===== config.mk =====
export PLATFORM = sky130hd
export DESIGN_NAME = wb_stage
export DESIGN_NICKNAME = d
export VERILOG_FILES = /design/src/rtl/wb_stage_pkg.sv /design/src/rtl/wb_stage_load_align.sv /design/src/rtl/wb_stage.sv
export SDC_FILE = /design/constraint.sdc
export NUM_CORES = 1
export LEC_CHECK = 0
export CAP_MARGIN = 20
export CORE_MARGIN = 2
export CORE_UTILIZATION = 25
export CTS_CLUSTER_SIZE = 14
export DETAILED_ROUTE_END_ITERATION = 10
export SLEW_MARGIN = 20
export SYNTH_ARGS = -nofsm -noshare
export SYNTH_HDL_FRONTEND = slang
export SYNTH_SLANG_ARGS = --single-unit

===== constraint.sdc =====
create_clock -name clk -period 2.7 [get_ports clk]
set_input_delay 0.54 -clock clk [delete_from_list [all_inputs] [get_ports clk]]
set_output_delay 0.54 -clock clk [all_outputs]
set_load 0.02 [all_outputs]

===== src/rtl/wb_stage_pkg.sv =====
// Shared widths, load encodings, stall bit indices and the MEM/WB bus layout for the write-back stage.
package wb_stage_pkg;

  localparam int MEM_TO_WB_WD = 73;
  localparam int WB_TO_RF_WD  = 38;
  localparam int STALL_WD     = 6;

  localparam int STALL_PC  = 0;
  localparam int STALL_IF  = 1;
  localparam int STALL_ID  = 2;
  localparam int STALL_EX  = 3;
  localparam int STALL_MEM = 4;
  localparam int STALL_WB  = 5;

  typedef enum logic [2:0] {
    LOAD_NONE = 3'b000,
    LOAD_LB   = 3'b001,
    LOAD_LBU  = 3'b010,
    LOAD_LH   = 3'b011,
    LOAD_LHU  = 3'b100,
    LOAD_LW   = 3'b101
  } load_op_e;

  // Field order matches the packed mem_to_wb_bus, MSB first.
  typedef struct packed {
    logic [31:0] pc;
    logic        rf_we;
    logic [4:0]  rf_waddr;
    logic [31:0] ex_result;
    logic [2:0]  load_op;
  } mem_to_wb_t;

  function automatic logic load_op_valid(input logic [2:0] op);
    return (op != 3'b000) && (op <= 3'b101);
  endfunction

endpackage


===== src/rtl/wb_stage_load_align.sv =====
// Combinational load-data alignment: byte/half selection with sign or zero extension.
module load_align
  import wb_stage_pkg::*;
(
  input  logic [2:0]  load_op,
  input  logic [1:0]  addr,
  input  logic [31:0] rdata,
  output logic [31:0] wdata_ld
);

  logic [7:0]  byte_sel;
  logic [15:0] half_sel;

  always_comb begin
    byte_sel = rdata[7:0];
    case (addr)
      2'd0: byte_sel = rdata[7:0];
      2'd1: byte_sel = rdata[15:8];
      2'd2: byte_sel = rdata[23:16];
      2'd3: byte_sel = rdata[31:24];
      default: byte_sel = rdata[7:0];
    endcase
  end

  // addr[0] is ignored for halfwords; misaligned accesses never reach WB.
  assign half_sel = addr[1] ? rdata[31:16] : rdata[15:0];

  always_comb begin
    wdata_ld = rdata;
    case (load_op)
      LOAD_LB:  wdata_ld = {{24{byte_sel[7]}}, byte_sel};
      LOAD_LBU: wdata_ld = {24'h0, byte_sel};
      LOAD_LH:  wdata_ld = {{16{half_sel[15]}}, half_sel};
      LOAD_LHU: wdata_ld = {16'h0, half_sel};
      default:  wdata_ld = rdata;
    endcase
  end

endmodule


===== src/rtl/wb_stage.sv =====
// MIPS write-back stage: MEM/WB register, SRAM read-data hold across stalls, regfile/forwarding write port.
// Define WB_DEBUG_TRACE_EN to drive the debug_* trace outputs; otherwise they are tied to 0.
module wb_stage
  import wb_stage_pkg::*;
(
  input  logic                    clk,
  input  logic                    rst,
  input  logic [STALL_WD-1:0]     stall,
  input  logic [MEM_TO_WB_WD-1:0] mem_to_wb_bus,
  input  logic [31:0]             data_sram_rdata,
  output logic [WB_TO_RF_WD-1:0]  wb_to_rf_bus,
  output logic [WB_TO_RF_WD-1:0]  wb_to_id_bus,
  output logic [31:0]             debug_wb_pc,
  output logic [3:0]              debug_wb_rf_wen,
  output logic [4:0]              debug_wb_rf_wnum,
  output logic [31:0]             debug_wb_rf_wdata
);

  mem_to_wb_t  r_bus_q, r_bus_d;
  logic        held_v_q, held_v_d;
  logic [31:0] held_data_q, held_data_d;

  logic        advance;
  logic [31:0] rdata_eff;
  logic [31:0] wdata_ld;
  logic [31:0] wdata;
  logic        we;
  logic        unused_stall;

  assign advance = ~stall[STALL_MEM] | ~stall[STALL_WB];
  assign unused_stall = ^stall[STALL_EX:STALL_PC];

  // Advancing the register always discards held data, even if WB is also stalled.
  always_comb begin
    r_bus_d     = r_bus_q;
    held_v_d    = held_v_q;
    held_data_d = held_data_q;
    if (!stall[STALL_MEM]) begin
      r_bus_d = mem_to_wb_t'(mem_to_wb_bus);
    end else if (!stall[STALL_WB]) begin
      r_bus_d = '0;
    end
    if (advance) begin
      held_v_d = 1'b0;
    end else if (stall[STALL_WB] && !held_v_q) begin
      held_v_d    = 1'b1;
      held_data_d = data_sram_rdata;
    end
  end

  always_ff @(posedge clk) begin
    if (rst) begin
      r_bus_q     <= '0;
      held_v_q    <= 1'b0;
      held_data_q <= '0;
    end else begin
      r_bus_q     <= r_bus_d;
      held_v_q    <= held_v_d;
      held_data_q <= held_data_d;
    end
  end

  assign rdata_eff = held_v_q ? held_data_q : data_sram_rdata;

  load_align u_load_align (
    .load_op  (r_bus_q.load_op),
    .addr     (r_bus_q.ex_result[1:0]),
    .rdata    (rdata_eff),
    .wdata_ld (wdata_ld)
  );

  assign wdata = load_op_valid(r_bus_q.load_op) ? wdata_ld : r_bus_q.ex_result;
  assign we    = r_bus_q.rf_we & ~stall[STALL_WB];

  assign wb_to_rf_bus = {we, r_bus_q.rf_waddr, wdata};
  assign wb_to_id_bus = {we, r_bus_q.rf_waddr, wdata};

`ifdef WB_DEBUG_TRACE_EN
  assign debug_wb_pc       = r_bus_q.pc;
  assign debug_wb_rf_wen   = {4{we}};
  assign debug_wb_rf_wnum  = r_bus_q.rf_waddr;
  assign debug_wb_rf_wdata = wdata;
`else
  logic unused_pc;
  assign unused_pc         = ^r_bus_q.pc;
  assign debug_wb_pc       = '0;
  assign debug_wb_rf_wen   = '0;
  assign debug_wb_rf_wnum  = '0;
  assign debug_wb_rf_wdata = '0;
`endif

endmodule


Word-level counts from Yosys, hierarchy flattened
Index checks and enable logic that the tools add are counted.

word-level totals
  bits in registers = 74
  input port bits = 113
  output and inout bits = 149
  word-level logic and storage cells = 34

cells by class
  order comparisons = 1
  eq/ne operators = 8
  multiplexer cells = 7
  bitwise logic cells = 5
  reduce and logical (&&, ||, !) cells = 7

operators by type and width
  kind                                                    count
  one-hot mux 32 bit (4 select lines)                     1
  two-way mux 41 bit                                      2
  two-way mux 32 bit                                      2
  one-hot mux 8 bit (4 select lines)                      1
  two-way mux 16 bit                                      1
  equality test 3 x 2 -> 1 bit (second input constant)    2
  equality test 2 bit (second input constant)             2
  equality test 3 x 1 -> 1 bit (second input constant)    1
  equality test 3 bit (second input constant)             1
  less-or-equal comparator 3 bit (second input constant)  1
  inverter 1 bit                                          3
  nonzero test 3 bit                                      1
  equality test 2 x 1 -> 1 bit (second input constant)    1
  logical AND 1 bit                                       2
  zero test 2 bit                                         1
  inequality test 2 bit (second input constant)           1
  AND reduction 2 bit                                     1
  OR reduction 2 bit                                      1
  AND 1 bit                                               1
  zero test 1 bit                                         1
  bitwise OR 1 bit                                        1

Longest topological paths before layout
Gate-level depths: netlist (run 1).

  word-level depth = 4
  depth in mapped cells = 8
  depth with buffers taken out = 5

By module
From an unflattened synthesis (run 1), not the netlist that was laid out.

unflattened totals
  cell total of the unflattened synthesis = 617
  area total of the unflattened synthesis = 5318.9 um^2

by module, submodules not included
  module      times used  cells each  area each (um^2)  sequential area each (um^2)
  wb_stage    1           518         4435.5            1481.4
  load_align  1           99          883.3             0.0

Worst setup path after synthesis (run 1)
OpenSTA, ideal clock, no wires.

  path kind = input to output
  start point = input data_sram_rdata[31]
  end point = output wb_to_rf_bus[20]
  arrival time = 2097 ps
  data required time = 2160 ps
  slack = 63 ps
  stages = 7
  path buffers = 2
  path through = mux4_2 -> mux2_4 -> nor2_4 -> a211oi_4 -> buf_6 -> o22a_1 -> buf_4

on the way
  longest elaborated chain between the ends = 4
  elaborated cells on any way between the ends = 5
  those cells by class = 5 x mux

ends and longest elaborated chain
  what                                                                      line                                                  RTL
  from (decl)                                                               wb_stage.sv:10                                        input logic [31:0] data_sram_rdata,
  two-way mux 32 bit (*)                                                    wb_stage.sv:63                                        assign rdata_eff = held_v_q ? held_data_q : data_sram_rdata;
  one-hot mux 8 bit (4 select lines) or two-way mux 16 bit (tied branches)  wb_stage_load_align.sv:16, wb_stage_load_align.sv:26
  one-hot mux 32 bit (4 select lines) (*)                                   wb_stage_load_align.sv:30                             case (load_op)
  two-way mux 32 bit (*)                                                    wb_stage.sv:72                                        assign wdata = load_op_valid(r_bus_q.load_op) ? wdata_ld : r_bus_q.ex_result;
  to (decl)                                                                 wb_stage.sv:11                                        output logic [WB_TO_RF_WD-1:0] wb_to_rf_bus,

Mark *: on every way between the ends. The rest lies on a longest branch, timed or not.

Final worst setup path (run 1)
  start point = input data_sram_rdata[15]
  end point = output wb_to_rf_bus[7]

on the way
  longest elaborated chain between the ends = 4

ends and longest elaborated chain
  what                                 line                       RTL
  two-way mux 32 bit                   wb_stage.sv:63
  one-hot mux 8 bit (4 select lines)   wb_stage_load_align.sv:16  case (addr)
  one-hot mux 32 bit (4 select lines)  wb_stage_load_align.sv:30
  two-way mux 32 bit                   wb_stage.sv:72

No other way between the ends.

==> impl_results.md, run 1 <==
- Outcome: finished with violations
- Failing checks: negative setup slack
- Worst path cell trace: clkdlybuf4s15_1 -> mux4_2 -> mux2_4 -> a222oi_1 -> a21oi_2 -> buf_4
- Rows: 49
- Most common cell after layout, fill and taps aside: clkdlybuf4s50_1
- Initial antenna violation count: 0
- Vias in the first global route: 3,893
- Post-synthesis cell count: 542
- Unrepaired setup endpoints after global routing: yes
- Switching share of total power: 0.313
- Worst path max stage delay: 0.52 ns
- Clock group share of total power: 0.345
- Mapped Avg Cell Area: 8.43 µm²
- Setup Slack @ Placement: -0.942 ns
- # Max-Cap Violations: 0
- DRC: 0
- Register area share after synthesis: 0.324
- Crit-path max FO: 3
- Async SR Flop Fraction: 0
- Vias per cell: 4.43
- Fill count: 1,798
- Reg clk slew, reported paths: 0.06 ns
- Nets: 830
- GRT Total Usage: 0.149
- Worst skew pair latency: 0.34 ns
- CTS Hold Buffers Added: 0
- Clock skew: 0.00582 ns
- Netlist cell types: 42
- Routability congestion estimate: 0.864
- Root Driver: clkbuf_16
- Initial DRC Count: 293
- Clk sinks: 74
- Global-route wire length before repair: 22.4 mm
- Normalized max-slew margin: 0.329
- Max Used Layer: met4
- CP max-delay cell: mux4_2
- WL final: 15.1 mm
- Post-synth EDFFs: 0
- H-tree depth: 3
- Core Area: 18,000 µm²
- Ys Warns: 0
- Leak: 2.99 nW
- Reg2reg start: held_v_q$_SDFFE_PP0P_
- Final critical-path required period: 2.88 ns
- Metal2 WL: 7.40 mm
- Antenna Nets Post-Route: 0
- Flop pwr share: 0.302
- Peak VDD IR: 0.214 mV
- Largest net degree at the start of global routing: 42
- Internal: 2.69 mW
- Overflow after GRT: 0
- Die ar.: 19,400 µm²
- Max-slew violations: 0
- Wire per inst: 15.8 µm
- Min-Delay Startpoint: held_data_q[9]$_SDFFE_PP0P_
- Final setup margin: -0.183 ns
- Logic pwr share: 0.353
- Critical path class: in -> out
- Minimum hold slack: 0.453 ns
- Most frequent cells in the layout: clkdlybuf4s50_1 (84), buf_4 (82), conb_1 (73)
- CP endpoint kind: output pin
- Max Clk Rate: 0.347 GHz
- Ports: 262
- Initial Util: 0.254
- Horiz. Die Dim: 139 µm
- IO buf count: 152
- Met1 wire length: 6.68 mm
- Total CTS buffers: 9
- Die H: 139 µm
- Final Setup Violations: 57
- Synthesized cell area: 4570 µm²
- CP Data Arrival Time: 2.34 ns
- HP Class: reg -> reg
- Switching Power: 1.22 mW
- Critical path's top delay family: multiplexers
- Post-synthesis register bit count: 74
- Buf/Inv on CP: 2
- Worst slew pin tran: 1.00 ns
- Via count: 4,218
- Crit path required time: 2.16 ns
- DRT Pass-1 Iters: 4
- CP startpoint: data_sram_rdata[15]
- Clock buffer depth: 2
- Hold Violations, Final: 0
- Layout cells sized above 1: 0.313
- Area growth syn-to-layout: 55.5%
- PD cells: 550 nW/µm²
- Crit path launch type: input pin
- CTS tree: yes
- Post-DP HPWL: 11.3 mm
- Met3 Routed Length: 769 µm
- Fin crit share: 1.07
- Top_reg_cell synth: dfxtp_1
-- worst paths after layout --
| check | to | slack [ns] | cells past startpoint |
|---|---|---|---|
| setup / recovery | wb_to_rf_bus[7] | -0.18 | 6 |
| hold / removal | held_data_q[9]$_SDFFE_PP0P_ | 0.45 | 2 |
| setup reg to reg | held_data_q[24]$_SDFFE_PP0P_ | 1.22 | 6 |
| hold reg to reg | held_data_q[9]$_SDFFE_PP0P_ | 0.45 | 2 |
-- state kept, by name, summed over array words and instances (netlist names) --
register,flops
r_bus_q,36
wb_to_id_bus,5
held_v_q,1
held_data_q,32
-- power by group through the flow --
| stage | clock network, mW | registers, mW | logic [mW] |
|---|---|---|---|
| after detailed placement | 0 | 1.20 | 1.25 |
| final | 1.35 | 1.18 | 1.38 |
| after floorplan | 0 | 1.19 | 0.816 |
| after global routing | 1.44 | 1.19 | 1.45 |
| after global placement | 0 | 1.20 | 1.24 |
| after CTS | 1.38 | 1.18 | 1.25 |
-- logic make-up after synthesis --
group,share of synthesized area
xor+xnor,0.00192
compound gates,0.219
mux,0.101
other cells,0.000821
simple gates,0.124
buf+inv,0.230
flops,0.324
-- metal layers --
| layer | up-vias | GRT usage |
|---|---|---|
| met4 | 0 | 0.0526 |
| met1 | 1973 | 0.197 |
| met2 | 163 | 0.246 |
| met5 | - | 0 |
| li1 | 2070 | - |
| met3 | 12 | 0.0259 |
-- layout make-up --
| cell class | instances | area [µm²] | share of cell area |
|---|---|---|---|
| clock buffers | 12 | 267 | 0.0375 |
| multi-input cells | 383 | 2580 | 0.363 |
| diodes | 1 | 2.50 | 0.000352 |
| repair buffers | 245 | 2380 | 0.336 |
| well taps | 229 | 287 | 0.0403 |
| inverters | 4 | 15.0 | 0.00211 |
| clock inverters | 4 | 72.6 | 0.0102 |
| flip-flops and latches | 74 | 1500 | 0.211 |
-- tightest hold or removal path, stage by stage, from the launching register on --
cell,delay (ns)
dfxtp_1,0.31
nand2_1,0.05
a21oi_1,0.05
-- stage by stage --
stage	utilization	setup TNS [ns]	power, mW	instance area, µm²	std cells
2_1_floorplan	-	0	2.01	4840	614
3_3_place_gp	0.348	-49.33	2.45	6250	922
3_5_place_dp	0.348	-50.41	2.45	6250	922
4_1_cts	0.375	-5.70	3.82	6740	946
5_1_grt	0.395	-10.91	4.07	7100	951
6_report	0.395	-7.19	3.91	7100	952
-- synthesized netlist by cell type, drive strengths merged (3+ instances only) --
cell      n  share of area
mux2      9          0.023
o22ai    14          0.019
nor3     11          0.013
inv       4         0.0033
nand2    71          0.058
nor2b     3         0.0041
clkbuf   28          0.023
nor2     33          0.029
buf     125           0.20
a21oi    36          0.039
o22a     24          0.046
o21ai    12          0.013
a22o     42          0.081
dfxtp    74           0.32
mux2i    31          0.068
nor3b     3         0.0049
-- timing repair --
action,in CTS,in global routing
pin swaps,15,9
cloned,1,1
resized for setup,348,98
setup endpoints to repair,64,64
buffers inserted,8,6
Power figures use the tool's default switching activity.
==> run 2: changes to the inputs <==
Settings changed: CELL_PAD_IN_SITES_DETAIL_PLACEMENT from default to 1, CELL_PAD_IN_SITES_GLOBAL_PLACEMENT from default to 1, DONT_BUFFER_PORTS from default to 1, PLACE_DENSITY_LB_ADDON from default to 0.1, SKIP_LAST_GASP from default to 1.
==> run 2 against run 1 <==
Against the previous run:
- the flow still finishes with violations (negative setup slack)
- non-clock buffer count decreased by 177
- count of clock-buffer cells in the layout unchanged
- critical endpoint is now wb_to_rf_bus[30]
- via count down 15%
- highest routed layer unchanged
- global-route usage up 0.21 points
- die area stayed put
- worst hold slack lost 0.19 ns
==> impl_results.md, run 2 (synthesized netlist as in run 1, its figures left out) <==
- H-tree depth: 3
- CP endpoint kind: output pin
- Critical path's top delay family: multiplexers
- Internal: 2.36 mW
- GRT Total Usage: 0.151
- Switching Power: 1.18 mW
- Crit path launch type: register
- Die ar.: 19,400 µm²
- Largest net degree at the start of global routing: 42
- Worst path cell trace: mux4_2 -> mux2_4 -> nor2_4 -> a211oi_4 -> buf_12 -> o22a_1 -> buf_12
- Rows: 49
- Vias in the first global route: 3,498
- Vias per cell: 4.64
- Routability congestion estimate: 0.780
- Crit-path max FO: 14
- Busiest grt layer: met2
- Global-route met1 utilization: 0.195
- IO buf count: 0
- M3 GR Usage: 0.0407
- Fill count: 2,056
- Crit path required time: 2.16 ns
- Wire per inst: 19.6 µm
- Hold Path Depth: 1
- Clock group share of total power: 0.358
- Most common cell after layout, fill and taps aside: conb_1
- Clock skew: 0.00880 ns
- Core Area: 18,000 µm²
- Buf/Inv on CP: 2
- Most frequent CP cell: buf_12
- Total CTS buffers: 9
- Area growth syn-to-layout: 20.5%
- Switching share of total power: 0.332
- Dpl cells: 747
- Horiz. Die Dim: 139 µm
- # Max-Cap Violations: 0
- Worst reg-to-reg path cell count: 7
- Clock buffer depth: 2
- Unrepaired setup endpoints after global routing: yes
- Reg clk slew, reported paths: 0.07 ns
- Logic pwr share: 0.305
- Peak VDD IR: 0.285 mV
- Largest register FFs: 36
- Initial antenna violation count: 0
- Post-DP HPWL: 11.3 mm
- DRC: 0
- Failing checks: negative setup slack
- Hold Violations, Final: 0
- CP Data Arrival Time: 2.34 ns
- Die H: 139 µm
- CTS Hold Buffers Added: 0
- Max Clk Rate: 0.347 GHz
- Flop pwr share: 0.337
- Root Driver: clkbuf_16
- Via count: 3,591
- Antenna Nets Post-Route: 0
- Worst skew pair latency: 0.35 ns
- Fin crit share: 1.07
- Overflow after GRT: 0
- Nets: 653
- Max-slew violations: 0
- Most frequent cells in the layout: conb_1 (73), nand2_1 (71), dfxtp_1 (69)
- PD cells: 643 nW/µm²
- Most flop-heavy register: r_bus_q
- Final Setup Violations: 52
- Initial Util: 0.254
- Outcome: finished with violations
- Normalized max-slew margin: 0.484
- Final critical-path required period: 2.88 ns
- M2 GR Usage: 0.250
- Worst path max stage delay: 0.55 ns
- Clk sinks: 74
- Ports: 262
- Global-route wire length before repair: 22.2 mm
- Initial DRC Count: 171
- WL final: 15.2 mm
- Final setup margin: -0.184 ns
- Total Power: 3.54 mW
- HP Class: in -> reg
- DRT Pass-1 Iters: 4
- Critical path class: reg -> out
- Crit. path cell count: 7
- Worst slew pin tran: 0.773 ns
- Layout cells sized above 1: 0.239
- Antenna cells: 0
- CTS tree: yes
- Final std cells w/o fill: 774
- CP max-delay cell: mux4_2
- Minimum hold slack: 0.259 ns
- Leak: 2.20 nW
## run 2: worst reg2reg max path: stages, from the launching register on
cell	delay, ns
dfxtp_4	0.36
buf_12	0.14
buf_4	0.14
clkbuf_16	0.16
nor2_2	0.20
buf_4	0.35
nand2_1	0.11
a21oi_1	0.13
## run 2: worst paths after layout
path                                       end                   startpoint  slack [ns]
hold / removal     held_data_q[2]$_SDFFE_PP0P_                          rst        0.26
setup / recovery              wb_to_rf_bus[30]        held_v_q$_SDFFE_PP0P_       -0.18
setup reg to reg  held_data_q[17]$_SDFFE_PP0P_        held_v_q$_SDFFE_PP0P_        1.03
hold reg to reg    held_data_q[0]$_SDFFE_PP0P_  held_data_q[0]$_SDFFE_PP0P_        0.45
## run 2: power groups by stage
stage	sequential [mW]	clock, mW	combinational (mW)
CTS	1.19	1.30	1.05
global route	1.20	1.35	1.14
floorplan	1.19	0	0.816
detailed placement	1.22	0	1.02
finish	1.19	1.27	1.08
global placement	1.21	0	1.01
## run 2: repair_timing
action,in CTS,in global routing
endpoints found under the hold margin,0,0
gates resized for setup,12,36
buffers inserted,5,4
endpoints found under the setup margin,64,64
pin swaps,10,8
cloned,0,2
## run 2: area by class of cell
cell class / instances / area [µm²] / share of cell area
well taps: 229 / 287 / 0.0520
multi-input cells: 383 / 2490 / 0.452
repair buffers: 68 / 918 / 0.167
clock buffers: 12 / 256 / 0.0466
flip-flops and latches: 74 / 1490 / 0.271
clock inverters: 4 / 50.0 / 0.00909
inverters: 4 / 17.5 / 0.00318
## run 2: layer usage
metal | part of all wire | up-vias | wire [µm]
li1 | - | 1702 | -
met1 | 0.45 | 1766 | 6810
met2 | 0.49 | 111 | 7480
met3 | 0.048 | 12 | 733
met4 | 0.011 | 0 | 171
met5 | 0 | - | 0
## run 2: per-stage QoR
step	util	setup WS, ns	setup TNS (ns)	cell area (µm²)
2_1_floorplan	-	0.0633	0	4840
3_3_place_gp	0.270	-0.0757	-1.13	4850
3_5_place_dp	0.270	-0.0540	-0.699	4850
4_1_cts	0.293	-0.197	-8.83	5260
5_1_grt	0.306	-0.245	-10.87	5510
6_report	0.306	-0.184	-6.63	5510
